### config.mk
export PLATFORM = sky130hd
export DESIGN_NAME = turbo_sched
export DESIGN_NICKNAME = d
export VERILOG_FILES = /design/src/rtl/turbo_pkg.sv /design/src/rtl/turbo_sched.sv
export SDC_FILE = /design/constraint.sdc
export NUM_CORES = 1
export LEC_CHECK = 0
export ABC_AREA = 1
export BUFFER_PORTS_ARGS = -buffer_cell sky130_fd_sc_hd__buf_2
export CAP_MARGIN = 20
export CORE_ASPECT_RATIO = 0.75
export CORE_MARGIN = 4
export CORE_UTILIZATION = 56
export CTS_CLUSTER_SIZE = 25
export DETAILED_ROUTE_END_ITERATION = 12
export PLACE_DENSITY = 0.79
export SLEW_MARGIN = 20
export SYNTH_ARGS = -nofsm -noshare
export SYNTH_HDL_FRONTEND = slang
export SYNTH_SLANG_ARGS = --single-unit
export TNS_END_PERCENT = 50
### constraint.sdc
create_clock -name clk -period 4.3 [get_ports clk]
set_clock_uncertainty 0.05 [all_clocks]
set_input_delay 0.86 -clock clk [delete_from_list [all_inputs] [get_ports clk]]
set_output_delay 0.86 -clock clk [all_outputs]
set_load 0.005 [all_outputs]
### src/rtl/turbo_pkg.sv
// -----------------------------------------------------------------------------
// turbo_pkg
// Shared definitions for the HPGP turbo receive path (turbo_sched, turbo_len,
// turbo_rx):
//   - pb_size codes (PB16 / PB136 / PB520 / reserved)
//   - PB lengths in 2-bit soft symbols
//   - scheduler FSM state encoding
//   - pb_len_lookup(): pb_size code -> PB length in symbols
// No ports; import with `import turbo_pkg::*;`.
// -----------------------------------------------------------------------------
package turbo_pkg;

    // Width of the length constants; matches the datapath address width.
    localparam int LEN_W = 12;

    typedef enum logic [1:0] {
        PB16   = 2'd0,
        PB136  = 2'd1,
        PB520  = 2'd2,
        PB_RSV = 2'd3
    } pb_size_e;

    // PB length in 2-bit soft symbols (bytes * 4 after turbo coding overhead).
    localparam logic [LEN_W-1:0] LEN_PB16  = 12'd64;
    localparam logic [LEN_W-1:0] LEN_PB136 = 12'd544;
    localparam logic [LEN_W-1:0] LEN_PB520 = 12'd2080;

    typedef enum logic [2:0] {
        ST_IDLE   = 3'd0,
        ST_WRITE  = 3'd1,
        ST_LAUNCH = 3'd2,
        ST_WAIT   = 3'd3,
        ST_DONE   = 3'd4
    } sched_state_e;

    // The reserved code maps to the PB16 length; callers reject that code
    // before the result is ever used.
    function automatic logic [LEN_W-1:0] pb_len_lookup(input logic [1:0] code);
        logic [LEN_W-1:0] len;
        case (code)
            2'd0:    len = LEN_PB16;
            2'd1:    len = LEN_PB136;
            2'd2:    len = LEN_PB520;
            default: len = LEN_PB16;
        endcase
        return len;
    endfunction

endpackage

### src/rtl/turbo_sched.sv
// -----------------------------------------------------------------------------
// turbo_sched
// Sequencing controller for the turbo receive interleaver datapath. Writes
// one PB of 2-bit soft symbols into the interleaver memory, then runs
// 2*max(cfg_iter,1) read passes alternating interleaved / de-interleaved,
// and pulses pb_done at the end.
//
// Ports
//   clk           in   system clock, rising edge
//   rst           in   asynchronous active-high reset
//   pb_size [2]   in   PB size code (0 PB16, 1 PB136, 2 PB520, 3 reserved)
//   cfg_iter[IW]  in   decoder iterations per PB (0 treated as 1)
//   din_vld       in   one symbol valid this cycle
//   pass_done     in   end-of-read-pass pulse from the datapath
//   wen           out  memory write enable
//   waddr  [AW]   out  memory write address
//   pb_len [AW]   out  active PB length in symbols
//   start         out  read-pass launch pulse
//   mod_int_dint  out  1 = interleaved pass, 0 = de-interleaved pass
//   busy          out  PB in progress
//   pb_done       out  PB finished pulse
//   err_size      out  reserved pb_size rejected pulse
//   ovf           out  symbol arrived while decoding pulse
//
// Handshake: din_vld and pass_done are valid-only (no back-pressure). A
// symbol is accepted whenever din_vld is high in IDLE (legal size) or WRITE;
// din_vld in any decoding state is reported on ovf and discarded. pass_done
// is only acted on in WAIT. All outputs are registered.
// -----------------------------------------------------------------------------
module turbo_sched
    import turbo_pkg::*;
#(
    parameter int AW = 12,
    parameter int IW = 4
) (
    input  logic          clk,
    input  logic          rst,
    input  logic [1:0]    pb_size,
    input  logic [IW-1:0] cfg_iter,
    input  logic          din_vld,
    input  logic          pass_done,
    output logic          wen,
    output logic [AW-1:0] waddr,
    output logic [AW-1:0] pb_len,
    output logic          start,
    output logic          mod_int_dint,
    output logic          busy,
    output logic          pb_done,
    output logic          err_size,
    output logic          ovf
);

    sched_state_e  state;
    logic [AW-1:0] wr_cnt;     // next write address inside the PB
    logic [IW:0]   pass_cnt;   // completed read passes
    logic [IW-1:0] iter_q;     // iterations latched with the first symbol

    logic [AW-1:0] len_sel;    // length for the size code on the port now
    logic [AW-1:0] last_addr;  // final write address of the active PB
    logic [IW:0]   pass_next;
    logic [IW:0]   pass_target;
    logic          size_rsv;

    always_comb begin
        len_sel   = AW'(pb_len_lookup(pb_size));
        last_addr = pb_len - 1'b1;
        pass_next = pass_cnt + 1'b1;
        size_rsv  = (pb_size == PB_RSV);
        // One iteration = one interleaved plus one de-interleaved pass.
        // Zero iterations is promoted to one so a PB always gets decoded.
        pass_target = {iter_q, 1'b0};
        if (iter_q == '0) begin
            pass_target = (IW+1)'(2);
        end
    end

    always_ff @(posedge clk or posedge rst) begin
        if (rst) begin
            state        <= ST_IDLE;
            wr_cnt       <= '0;
            pass_cnt     <= '0;
            iter_q       <= '0;
            pb_len       <= AW'(LEN_PB16);
            wen          <= 1'b0;
            waddr        <= '0;
            start        <= 1'b0;
            mod_int_dint <= 1'b1;
            busy         <= 1'b0;
            pb_done      <= 1'b0;
            err_size     <= 1'b0;
            ovf          <= 1'b0;
        end else begin
            // Pulse outputs default low every cycle.
            wen      <= 1'b0;
            start    <= 1'b0;
            pb_done  <= 1'b0;
            err_size <= 1'b0;
            ovf      <= 1'b0;

            case (state)
                ST_IDLE: begin
                    if (din_vld) begin
                        if (size_rsv) begin
                            // Reject the whole PB: nothing is latched, the
                            // symbol is dropped and busy stays low.
                            err_size <= 1'b1;
                        end else begin
                            pb_len   <= len_sel;
                            iter_q   <= cfg_iter;
                            wen      <= 1'b1;
                            waddr    <= '0;
                            wr_cnt   <= AW'(1);
                            pass_cnt <= '0;
                            busy     <= 1'b1;
                            // A one-symbol PB is already complete after
                            // this write.
                            if (len_sel == AW'(1)) begin
                                state <= ST_LAUNCH;
                            end else begin
                                state <= ST_WRITE;
                            end
                        end
                    end
                end

                ST_WRITE: begin
                    if (din_vld) begin
                        wen    <= 1'b1;
                        waddr  <= wr_cnt;
                        wr_cnt <= wr_cnt + 1'b1;
                        if (wr_cnt == last_addr) begin
                            state <= ST_LAUNCH;
                        end
                    end
                end

                ST_LAUNCH: begin
                    if (din_vld) begin
                        ovf <= 1'b1;
                    end
                    // Even passes are interleaved, odd passes de-interleaved;
                    // the mode only changes here so it is stable for the
                    // whole pass.
                    start        <= 1'b1;
                    mod_int_dint <= ~pass_cnt[0];
                    state        <= ST_WAIT;
                end

                ST_WAIT: begin
                    if (din_vld) begin
                        ovf <= 1'b1;
                    end
                    if (pass_done) begin
                        pass_cnt <= pass_next;
                        if (pass_next == pass_target) begin
                            state <= ST_DONE;
                        end else begin
                            state <= ST_LAUNCH;
                        end
                    end
                end

                ST_DONE: begin
                    if (din_vld) begin
                        ovf <= 1'b1;
                    end
                    pb_done <= 1'b1;
                    busy    <= 1'b0;
                    wr_cnt  <= '0;
                    state   <= ST_IDLE;
                end

                default: begin
                    state <= ST_IDLE;
                end
            endcase
        end
    end

endmodule

; ---- After elaboration in Yosys (flattened, before gate mapping)
; Index checks and enable logic that the tools add are counted.
[op_classes]
mux = 35
addsub = 3
reduce_logical = 13
bitwise_logic = 2
n_eq_ne = 15
[ops]
columns = cell, n
row1 = 12-bit two-way mux, 6
row2 = 12-bit one-hot mux with 2 select lines, 2
row3 = 12-bit one-hot mux with 3 select lines, 1
row4 = 5-bit two-way mux, 4
row5 = 3-bit two-way mux, 6
row6 = "12-bit by 1-bit adder with 12-bit output, second input constant", 1
row7 = "12-bit by 1-bit == test with 1-bit output, second input constant", 1
row8 = 12-bit == test, 1
row9 = 3-bit one-hot mux with 4 select lines, 1
row10 = 4-bit AND reduction, 3
row11 = "12-bit by 1-bit subtractor with 12-bit output, second input constant", 1
row12 = 1-bit two-way mux, 11
row13 = "2-bit != test, second input constant", 5
row14 = 5-bit one-hot mux with 2 select lines, 1
row15 = "3-bit by 2-bit == test with 1-bit output, second input constant", 2
row16 = 3-bit AND reduction, 2
row17 = 2-bit nonzero test, 3
row18 = "5-bit by 1-bit adder with 5-bit output, second input constant", 1
row19 = 5-bit == test, 1
row20 = 5-bit AND reduction, 1
row21 = "2-bit == test, second input constant", 2
row22 = 4-bit zero test, 1
row23 = 1-bit one-hot mux with 2 select lines, 2
row24 = "3-bit by 1-bit == test with 1-bit output, second input constant", 1
row25 = other kinds (7), 8
[word_totals]
elab_cells = 81
register_bits = 55

; ---- Depth between registers and ports, before layout
[logic_depth]
depth_word = 7
mapped_depth = 14
depth_no_buf = 14

; ---- Worst setup path after synthesis
; OpenSTA, ideal clock, no wires.
[synth_timing]
path_type = input to register
from = input port pb_size[0]
to = register waddr[0]
stages = 6
setup_slack_ns = 2.457
t_required_ns = 4.120
setup_ns = 0.130
t_arrival_ns = 1.662
cell_sequence = ha_1 nor2_1 nand2_2 buf_2 nand3_1 o21ai_0
[synth_via]
elab_chain_len = 3
[synth_lines]
columns = item, line_no
row1 = "start, declared", turbo_sched.sv:38  ; input logic [1:0] pb_size,
row2 = 2-bit == test, turbo_sched.sv:68  ; size_rsv = (pb_size == PB_RSV);
row3 = 2-bit != test (no line), n/a
row4 = 4-bit AND reduction (no line), n/a
row5 = "end signal, assigned", turbo_sched.sv:129  ; waddr <= wr_cnt;
row6 = "end, declared", turbo_sched.sv:43  ; output logic [AW-1:0] waddr,
; No other way between the ends.
; A chain may end at the register's enable or synchronous reset.

; ---- Final worst setup path
[layout_timing]
from = register state[2]
to = register waddr[10]
[layout_via]
elab_chain_len = 3
[layout_lines]
columns = item, line_no
row1 = "start, declared", turbo_sched.sv:53  ; sched_state_e state;
row2 = "start signal, assigned", turbo_sched.sv:79  ; state <= ST_IDLE;
row3 = "start signal, assigned", turbo_sched.sv:118  ; state <= ST_LAUNCH;
row4 = "start signal, assigned", turbo_sched.sv:120  ; state <= ST_WRITE;
row5 = 3-bit by 1-bit == test with 1-bit output or 3-bit zero test (tied branches), turbo_sched.sv:100  ; case (state)
row6 = 2-bit != test (no line) or 2-bit nonzero test (tied branches), n/a
row7 = 4-bit AND reduction (no line), n/a
; Parallel ways exist; a longest one is shown, timed or not.

==> qor.txt <==
placed cell count: 405
Max Cap Violations: 0
area delta synth->final: 10.89%
Mean Syn Cell Area: 7.781 sq um
commonest non-fill, non-tap cell in the layout: nand2_1
1st-pass router iterations: 5
Antenna Nets Post-Route: 0
Max H-tree Level: 2
Total Wirelength: 5752 microns
Slew Limit Fails: 0
first-pass GRT wire length: 9397 microns
post-synthesis sequential area ratio: 0.4661
num ports: 41
Post-Syn Area: 2529 sq um
Distinct cells, synth: 28
clock tree root driver cell: clkbuf_8
utilization of the core after routing: 0.6670
DIE WIDTH: 85.59 microns
HP Class: flip-flop to flip-flop
maximum number of pins on one net before global-route repair: 48
crit path DAT: 2.41 ns
clk buf depth: 2
commonest non-fill, non-tap cells in the layout: nand2_1, dfrtp_1, inv_1
R2R cell count: 4
hold path cells: 2
drt wl/cell: 13.93 microns
# Post-CTS Setup Buffers: 0
Via Count: 2255
Via density: 5.460
CTS Hold Buffers Added: 0
highest achievable clock rate: 0.4347 GHz
EDFF count, synth: 0
DIE HEIGHT: 66.20 microns
GRT Overall Usage: 0.2136
net count reported at finish: 374
grt ovf: 0
final std cells w/o fill: 413
Max-slew headroom: 0.4634
Inserted Diodes: 0
Worst-Skew Late Latency: 0.30 ns
total CTS buffers: 5
critical path class: flip-flop to flip-flop
Tcrit/Tclk final: 0.5350
clk sinks: 47
Power Density: 589.9 nW/um^2
Reg clk slew, reported paths: 0.09 ns
IO Port Bufs: 32
drt drc: 0
status: finished, final reports clean
Leakage: 1.430 nW
share of cells above drive strength 1: 0.1536
RSZ-0062 raised after global routing: false
final hold slack: 0.4525 ns
die area: 5666 sq um
Peak VDD IR: 0.3397 mV
Placer Congestion: 0.8628
setup TNS: 0 ns
vias in the first global route: 1975
Slew @ Worst Pin: 0.8039 ns
Finish-stage setup viols: 0
post-cts resize count: 0
initial core utilization: 0.6015
initial antenna violation count: 0
DP Wirelength: 4195 microns
DR iter-0 viols: 259
asr flop ratio synth: 1.000
Placeable Area: 4204 sq um
main flop type after synthesis: dfrtp_1
CTS tree: yes
Critical Path Source Type: flip-flop
Fin. Hold Viols: 0
Period minus WS final: 2.301 ns
Syn. warnings: 0
CP Max Fanout: 25
Yosys reg bits: 47
num rows: 20
Critical Path RT: 4.41 ns
Syn Inst Count: 325
crit path capture type: flip-flop
## metrics by stage
| stage | cell area, sq um | total power [mW] | worst slack, ns |
|---|---|---|---|
| finish | 2804 | 1.654 | 1.999 |
| global route | 2804 | 1.789 | 1.761 |
| CTS | 2803 | 1.647 | 2.040 |
| detailed placement | 2686 | 1.314 | 2.011 |
| global placement | 2686 | 1.289 | 2.087 |
| floorplan | 2555 | 1.151 | 2.277 |
## where the power goes
| part | total (mW) | internal (mW) | switching (mW) |
|---|---|---|---|
| logic | 0.665 | 0.231 | 0.434 |
| registers | 0.659 | 0.561 | 0.0978 |
| clock network | 0.330 | 0.176 | 0.154 |
## synth_stat cells, drive strengths merged (3+ instances only)
master,number,area (sq um)
buf,13,93.83
o21ai,34,181.4
a21oi,11,55.05
nor3,9,50.05
dfrtp,45,1126
ha,7,87.58
o22ai,3,18.77
nor2,28,110.1
nand3,35,187.7
inv,47,178.9
nand2,75,286.5
nand4,11,68.82
## worst max-delay path, cell delays in order (launching register included)
cell and delay [ns]:
dfrtp_1 0.47, nor3_2 0.67, nand2_1 0.64, nand3_1 0.23, o21ai_0 0.10
## area by class of cell
type | instances | area, sq um
clock buffers | 5 | 68.82
repair buffers | 32 | 160.2
well taps | 55 | 68.82
inverters | 47 | 180.2
clock inverters | 3 | 47.55
flip-flops and latches | 47 | 1179
fillers | 342 | 1400
multi-input cells | 224 | 1100
## worst paths after layout
path / start / end / slack (ns)
worst max-delay path: state[2]$_DFFE_PP0P_ / waddr[10]$_DFFE_PP0P_ / 2.00
worst min-delay path: busy$_DFFE_PP0P_ / busy$_DFFE_PP0P_ / 0.45
worst max register to register: state[2]$_DFFE_PP0P_ / waddr[10]$_DFFE_PP0P_ / 2.00
worst min register to register: busy$_DFFE_PP0P_ / busy$_DFFE_PP0P_ / 0.45
max in group asynchronous: rst / wr_cnt[7]$_DFFE_PP0P_ / 3.09
min in group asynchronous: rst / wr_cnt[5]$_DFFE_PP0P_ / 0.63
## sequential cells by signal, summed over array words and instances (netlist names)
signal / cells
waddr: 12
wr_cnt: 12
pass_cnt: 5
iter_q: 4
pb_len: 4
state: 3
busy: 1
err_size: 1
mod_int_dint: 1
ovf: 1
pb_done: 1
start: 1
wen: 1
## metal layers
layer  track usage  wire (microns)  part of all wire  up-vias
met2        0.2888            2382              0.41       85
met5             0               0                 0        -
met1        0.3400            2941              0.51     1056
met4       0.05534              49            0.0085        0
met3       0.04608             378             0.066        8
li1              -               -                 -     1106
## cell families after synthesis
family	after synthesis	synth area share
other	1	0.001483
AO/OA/AOI/OAI	50	0.1069
buffers and inverters	61	0.1093
adder cells (fa/ha/maj)	7	0.03463
AND/OR/NAND/NOR	158	0.2781
XOR/XNOR	1	0.003464
flip-flops	47	0.4661
No activity file was read; power rests on OpenSTA's default activity.
